==> src/rtl/alu_drv_pkg.sv <==
// alu_drv_pkg: shared types and constants for the ALU operation driver
package alu_drv_pkg;
    localparam int DW = 32;
    localparam int OW = 16;
    typedef enum logic [1:0] {S_IDLE, S_WAIT, S_RESP} state_t;
    localparam logic [1:0] CLS_ARITH = 2'b00;
    localparam logic [1:0] CLS_LOGIC = 2'b01;
    localparam logic [1:0] CLS_CMP   = 2'b10;
    localparam logic [1:0] CLS_SHIFT = 2'b11;
    localparam logic [3:0] ADD     = 4'b0000;
    localparam logic [3:0] SUB     = 4'b0001;
    localparam logic [3:0] MUL     = 4'b0010;
    localparam logic [3:0] DIV     = 4'b0011;
    localparam logic [3:0] AND_OP  = 4'b0100;
    localparam logic [3:0] OR_OP   = 4'b0101;
    localparam logic [3:0] NAND_OP = 4'b0110;
    localparam logic [3:0] NOR_OP  = 4'b0111;
    localparam logic [3:0] CMP_NOP = 4'b1000;
    localparam logic [3:0] CMP_EQ  = 4'b1001;
    localparam logic [3:0] CMP_GT  = 4'b1010;
    localparam logic [3:0] CMP_LT  = 4'b1011;
    localparam logic [3:0] SHR_A   = 4'b1100;
    localparam logic [3:0] SHL_A   = 4'b1101;
    localparam logic [3:0] SHR_B   = 4'b1110;
    localparam logic [3:0] SHL_B   = 4'b1111;
    // Flag vectors are ordered {shift, cmp, logic, arith}, so bit index equals class code
    function automatic logic [3:0] cls_onehot(input logic [1:0] c);
        return 4'b0001 << c;
    endfunction
endpackage

==> src/rtl/alu_drv_result_sel.sv <==
// alu_drv_result_sel: class-based result mux with zero-extension and flag check
module alu_drv_result_sel
    import alu_drv_pkg::*;
(
    input  logic [1:0]    i_cls,
    input  logic [DW-1:0] i_arith,
    input  logic [OW-1:0] i_logic,
    input  logic [OW-1:0] i_cmp,
    input  logic [OW-1:0] i_shift,
    input  logic [3:0]    i_flags,
    input  logic          i_carry,
    output logic [DW-1:0] o_data,
    output logic          o_carry,
    output logic          o_flag_ok,
    output logic          o_err
);
    always_comb begin
        o_data    = i_cls == CLS_ARITH ? i_arith :
                    i_cls == CLS_LOGIC ? DW'(i_logic) :
                    i_cls == CLS_CMP   ? DW'(i_cmp) : DW'(i_shift);
        o_carry   = (i_cls == CLS_ARITH) && i_carry;
        o_flag_ok = i_flags[i_cls];
        // Exactly the expected flag must be set; anything else is an error
        o_err     = i_flags != cls_onehot(i_cls);
    end
endmodule

==> src/rtl/alu_op_driver.sv <==
// alu_op_driver: one-at-a-time request/response initiator for the registered ALU
// Optional flag-wait timeout enabled by defining ALU_DRV_TIMEOUT_EN.
module alu_op_driver
    import alu_drv_pkg::*;
#(
    parameter int ALU_LAT = 1,
    parameter int TIMEOUT = 8
) (
    input  logic          CLK,
    input  logic          RST,
    input  logic          req_valid,
    output logic          req_ready,
    input  logic [OW-1:0] req_a,
    input  logic [OW-1:0] req_b,
    input  logic [3:0]    req_fun,
    output logic [OW-1:0] alu_a,
    output logic [OW-1:0] alu_b,
    output logic [3:0]    alu_fun,
    input  logic [DW-1:0] arith_out,
    input  logic [OW-1:0] logic_out,
    input  logic [OW-1:0] cmp_out,
    input  logic [OW-1:0] shift_out,
    input  logic          arith_flag,
    input  logic          logic_flag,
    input  logic          cmp_flag,
    input  logic          shift_flag,
    input  logic          carry_out,
    output logic          rsp_valid,
    input  logic          rsp_ready,
    output logic [DW-1:0] rsp_data,
    output logic [1:0]    rsp_class,
    output logic          rsp_carry,
    output logic          rsp_err
);
    localparam int CW = $clog2(ALU_LAT + TIMEOUT + 2);

    state_t        r_state, w_next;
    logic [CW-1:0] r_cnt;
    logic          w_accept, w_capture, w_tmo_done, w_tmo_fail;
    logic [DW-1:0] w_sel_data;
    logic          w_sel_carry, w_flag_ok, w_sel_err;

    alu_drv_result_sel u_sel (
        .i_cls     (alu_fun[3:2]),
        .i_arith   (arith_out),
        .i_logic   (logic_out),
        .i_cmp     (cmp_out),
        .i_shift   (shift_out),
        .i_flags   ({shift_flag, cmp_flag, logic_flag, arith_flag}),
        .i_carry   (carry_out),
        .o_data    (w_sel_data),
        .o_carry   (w_sel_carry),
        .o_flag_ok (w_flag_ok),
        .o_err     (w_sel_err)
    );

`ifdef ALU_DRV_TIMEOUT_EN
    logic [CW-1:0] r_tmo;
    always_ff @(posedge CLK or negedge RST) begin
        if (!RST)
            r_tmo <= '0;
        else if (w_accept)
            r_tmo <= '0;
        else if (r_state == S_WAIT && r_cnt == '0 && !w_capture)
            r_tmo <= r_tmo + CW'(1);
    end
    assign w_tmo_done = r_tmo == CW'(TIMEOUT);
    assign w_tmo_fail = !w_flag_ok;
`else
    assign w_tmo_done = 1'b1;
    assign w_tmo_fail = 1'b0;
`endif

    always_comb begin
        w_accept  = (r_state == S_IDLE) && req_valid;
        w_capture = (r_state == S_WAIT) && (r_cnt == '0) && (w_flag_ok || w_tmo_done);
        w_next    = w_accept ? S_WAIT :
                    w_capture ? S_RESP :
                    (r_state == S_RESP && rsp_ready) ? S_IDLE : r_state;
    end

    always_ff @(posedge CLK or negedge RST) begin
        if (!RST)
            r_state <= S_IDLE;
        else
            r_state <= w_next;
    end

    always_ff @(posedge CLK or negedge RST) begin
        if (!RST) begin
            alu_a     <= '0;
            alu_b     <= '0;
            alu_fun   <= '0;
            r_cnt     <= '0;
            rsp_data  <= '0;
            rsp_class <= '0;
            rsp_carry <= 1'b0;
            rsp_err   <= 1'b0;
        end else begin
            if (w_accept) begin
                alu_a   <= req_a;
                alu_b   <= req_b;
                alu_fun <= req_fun;
                r_cnt   <= CW'(ALU_LAT);
            end else if (r_state == S_WAIT && r_cnt != '0) begin
                r_cnt <= r_cnt - CW'(1);
            end
            if (w_capture) begin
                rsp_data  <= w_tmo_fail ? '0 : w_sel_data;
                rsp_class <= alu_fun[3:2];
                rsp_carry <= !w_tmo_fail && w_sel_carry;
                rsp_err   <= w_sel_err;
            end
        end
    end

    // Gated by RST so req_ready reads 0 for the whole time reset is held
    assign req_ready = (r_state == S_IDLE) && RST;
    assign rsp_valid = r_state == S_RESP;
endmodule

==> config.mk <==
export PLATFORM = sky130hd
export DESIGN_NAME = alu_op_driver
export DESIGN_NICKNAME = d
export VERILOG_FILES = /design/src/rtl/alu_drv_pkg.sv /design/src/rtl/alu_drv_result_sel.sv /design/src/rtl/alu_op_driver.sv
export SDC_FILE = /design/constraint.sdc
export NUM_CORES = 1
export LEC_CHECK = 0
export ABC_CLOCK_PERIOD_IN_PS = 2200
export CAP_MARGIN = 15
export CORE_UTILIZATION = 30
export DETAILED_ROUTE_END_ITERATION = 8
export PLACE_DENSITY = 0.7
export SYNTH_ARGS = -nofsm -noshare
export SYNTH_HDL_FRONTEND = slang
export SYNTH_SLANG_ARGS = --single-unit
==> constraint.sdc <==
create_clock -name CLK -period 2.2 [get_ports CLK]
set_clock_uncertainty 0.1 [all_clocks]
set_input_delay 0.44 -clock CLK [delete_from_list [all_inputs] [get_ports CLK]]
set_output_delay 0.44 -clock CLK [all_outputs]
set_load 0.05 [all_outputs]
==> results.json <==
{
  "status": "completed",
  "maxCapViolations": 0,
  "route.detailed.drc": 0,
  "clk_path_buf_depth": 2,
  "worst_pin_slew_ps": 1010,
  "setup_slack_ps": 127,
  "ioPinCount": 199,
  "power_leakage_nw": 2.48,
  "antenna_found_initial": 0,
  "vias_per_cell": 4.60,
  "seq_area_frac_synth_pct": 55.7,
  "gp_congestion": 0.677,
  "filler_cell_count": 1017,
  "dieHeight_um": 110,
  "die-area_mm2": 0.0121,
  "row_count": 39,
  "setup_viol": 0,
  "post_cts_buffers": 0,
  "syn_nets": 383,
  "area_growth_pct": 71.0,
  "crit_buf_inv": 1,
  "wl_um": 10000,
  "ff2ff_setup_slack_ps": 510,
  "setup_tns_ps": 0,
  "grt_pass1_wl_um": 14800,
  "antenna_left": 0,
  "power_density_mw_per_mm2": 1650,
  "dieWidth_um": 110,
  "rsz0062_at_grt": "no",
  "grt_start_max_net_pins": 79,
  "synth_cell_types": 32,
  "cp_slowest_stage_delay_ps": 820,
  "syn_area_mm2": 0.00351,
  "design.core.area_mm2": 0.0114,
  "slowest_stage": "clkdlybuf4s50_1",
  "ys.warnings.count": 0,
  "wl_per_cell_um": 16.5,
  "overflow": 0,
  "root_buffer": "clkbuf_16",
  "netlist_instances": 257,
  "cts_buffers": 9,
  "cp.arrival_ps": 1530,
  "critical_path_class": "flop to output pin",
  "slew_headroom_pct": 32.7,
  "hpwl_um": 7440,
  "clock_latency_ps": 330,
  "tritoncts": "yes",
  "drive_gt1_share_pct": 21.6,
  "dr.first_iter.drc_count": 102,
  "start_kind": "flop",
  "grt_pass1_vias": 2866,
  "grtUsageTotal_pct": 16.5,
  "hold_viol": 0,
  "cts_resized": 0,
  "synth_area_per_cell_um2": 13.6,
  "fin_crit_ps": 2070,
  "cp_top_family": "buffers and inverters",
  "cp.required_ps": 1660,
  "finalMaxSlewViolations": 0,
  "place_ws_ps": 188,
  "vias": 2785,
  "path_clk_slew_ps": 60,
  "finalCritPeriodShare_pct": 94.2,
  "max_freq_ghz": 0.482,
  "cts.sinks": 78,
  "hold_buffers": 0,
  "hold_class": "input port to asynchronous set/reset pin",
  "crit_path_end_kind": "output pin",
  "crit_path_max_fanout": 2,
  "ys_ff_latch": 78,
  "multiInputGateArea_mm2": 0.00145,
  "h-tree-depth": 3,
  "nNetsFinal": 584,
  "peakVddDrop_mv": 0.964,
  "seq_area_mm2": 0.00195,
  "dr.pass1.iters": 4,
  "antenna_cells": 0,
  "worstPathCellList": "clkdlybuf4s50_1",
  "start_util_pct": 30.7,
  "portBuffers": 198
}
## final timing paths
path                                     end    startpoint  depth (start not counted)
worst max register to register   rsp_data[5]    r_state[1]                          4
max in group asynchronous       rsp_data[10]           RST                          2
worst min register to register  rsp_data[16]  rsp_data[16]                          2
worst max-delay path            rsp_data[11]  rsp_data[11]                          1
worst min-delay path              alu_fun[3]           RST                          2
min in group CLK                rsp_data[16]  rsp_data[16]                          2
## cell usage in the layout (no fill, tap or decap), drive strengths merged
cell type	instances
clkdlybuf4s50	193
nand3b	1
a31oi	1
clkbuf	11
dfrtp	78
nand2	39
o2bb2ai	1
xor2	2
nor2	7
mux2	52
ha	1
nor3	1
inv	6
buf	13
a32oi	1
bufinv	1
a21boi	1
and2b	1
nor2b	1
clkinvlp	1
o32ai	1
nor3b	2
mux2i	1
mux4	16
or3b	1
o21ai	22
clkinv	3
a21oi	1
a21o	1
nand3	3
## cell usage after synthesis, drive strengths merged
| master | n | share of area (%) |
|---|---|---|
| dfrtp | 78 | 56 |
| mux2 | 52 | 18 |
| nand2 | 39 | 4.2 |
| o21ai | 22 | 3.1 |
| mux4 | 16 | 10 |
| buf | 15 | 2.6 |
| nor2 | 7 | 0.82 |
| inv | 6 | 0.64 |
| nand3 | 3 | 0.57 |
| nor3b | 2 | 0.57 |
| xor2 | 2 | 0.50 |
| a21boi | 1 | 0.21 |
| a21o | 1 | 0.21 |
| a21oi | 1 | 0.14 |
| a31oi | 1 | 0.18 |
| a32oi | 1 | 0.25 |
| and2b | 1 | 0.29 |
| clkbuf | 1 | 0.11 |
| ha | 1 | 0.36 |
| mux2i | 1 | 0.29 |
| nand3b | 1 | 0.21 |
| nor2b | 1 | 0.18 |
| nor3 | 1 | 0.14 |
| o2bb2ai | 1 | 0.25 |
| o32ai | 1 | 0.25 |
| or3b | 1 | 0.25 |
## sequential cells by signal (all words and copies together) (netlist names)
name and cells:
alu_b 16, rsp_data 32, alu_a 16, rsp_class 2, r_state 2, rsp_err 1
alu_fun 4, rsp_carry 1, r_cnt 4
## cell type report
type                            count  share of cell area [%]
Timing Repair Buffer              206                    35.1
Inverter                            6                   0.376
Tap cell                          143                    2.98
Clock inverter                      5                    1.00
Clock buffer                       11                    3.88
Sequential cell                    78                    32.6
Multi-Input combinational cell    157                    24.1
## metrics by stage
stage | cells | total power [mW] | hold WS (ps) | util (%) | instance area (um2)
after floorplan | 257 | 6.41 | 44.4 | - | 3510
after global placement | 590 | 8.39 | 360 | 49.9 | 5700
after detailed placement | 590 | 8.53 | 371 | 49.9 | 5700
after CTS | 606 | 10.0 | 343 | 52.5 | 6000
after global routing | 606 | 10.4 | 377 | 52.5 | 6000
final | 606 | 9.89 | 291 | 52.5 | 6000
## routing by layer
metal / global-route usage (%) / part of all wire, % / up-vias
li1: - / - / 1317
met1: 18.4 / 38 / 1344
met2: 30.3 / 52 / 115
met3: 4.00 / 8.8 / 9
met4: 5.92 / 1.2 / 0
met5: 0 / 0 / -
## power by group
part | switching (mW) | total, mW | internal [mW] | leakage (nW)
combinational | 3.50 | 5.91 | 2.40 | 1.39
sequential | 0.404 | 2.53 | 2.13 | 0.945
clock | 0.566 | 1.45 | 0.881 | 0.140
total | 4.47 | 9.89 | 5.42 | 2.48
## cell families (layout without fill, tap and decap cells)
kind of cell | Yosys count | in the layout | share of synthesized area, %
adder cells (fa/ha/maj) | 1 | 1 | 0.357
multiplexers | 69 | 69 | 28.3
AND/OR/NAND/NOR | 56 | 56 | 7.21
XOR/XNOR | 2 | 2 | 0.500
AO/OA/AOI/OAI | 29 | 29 | 4.64
buffers and inverters | 22 | 228 | 3.32
flip-flops | 78 | 78 | 55.7
Note: power is estimated with default switching activity, not from simulation.
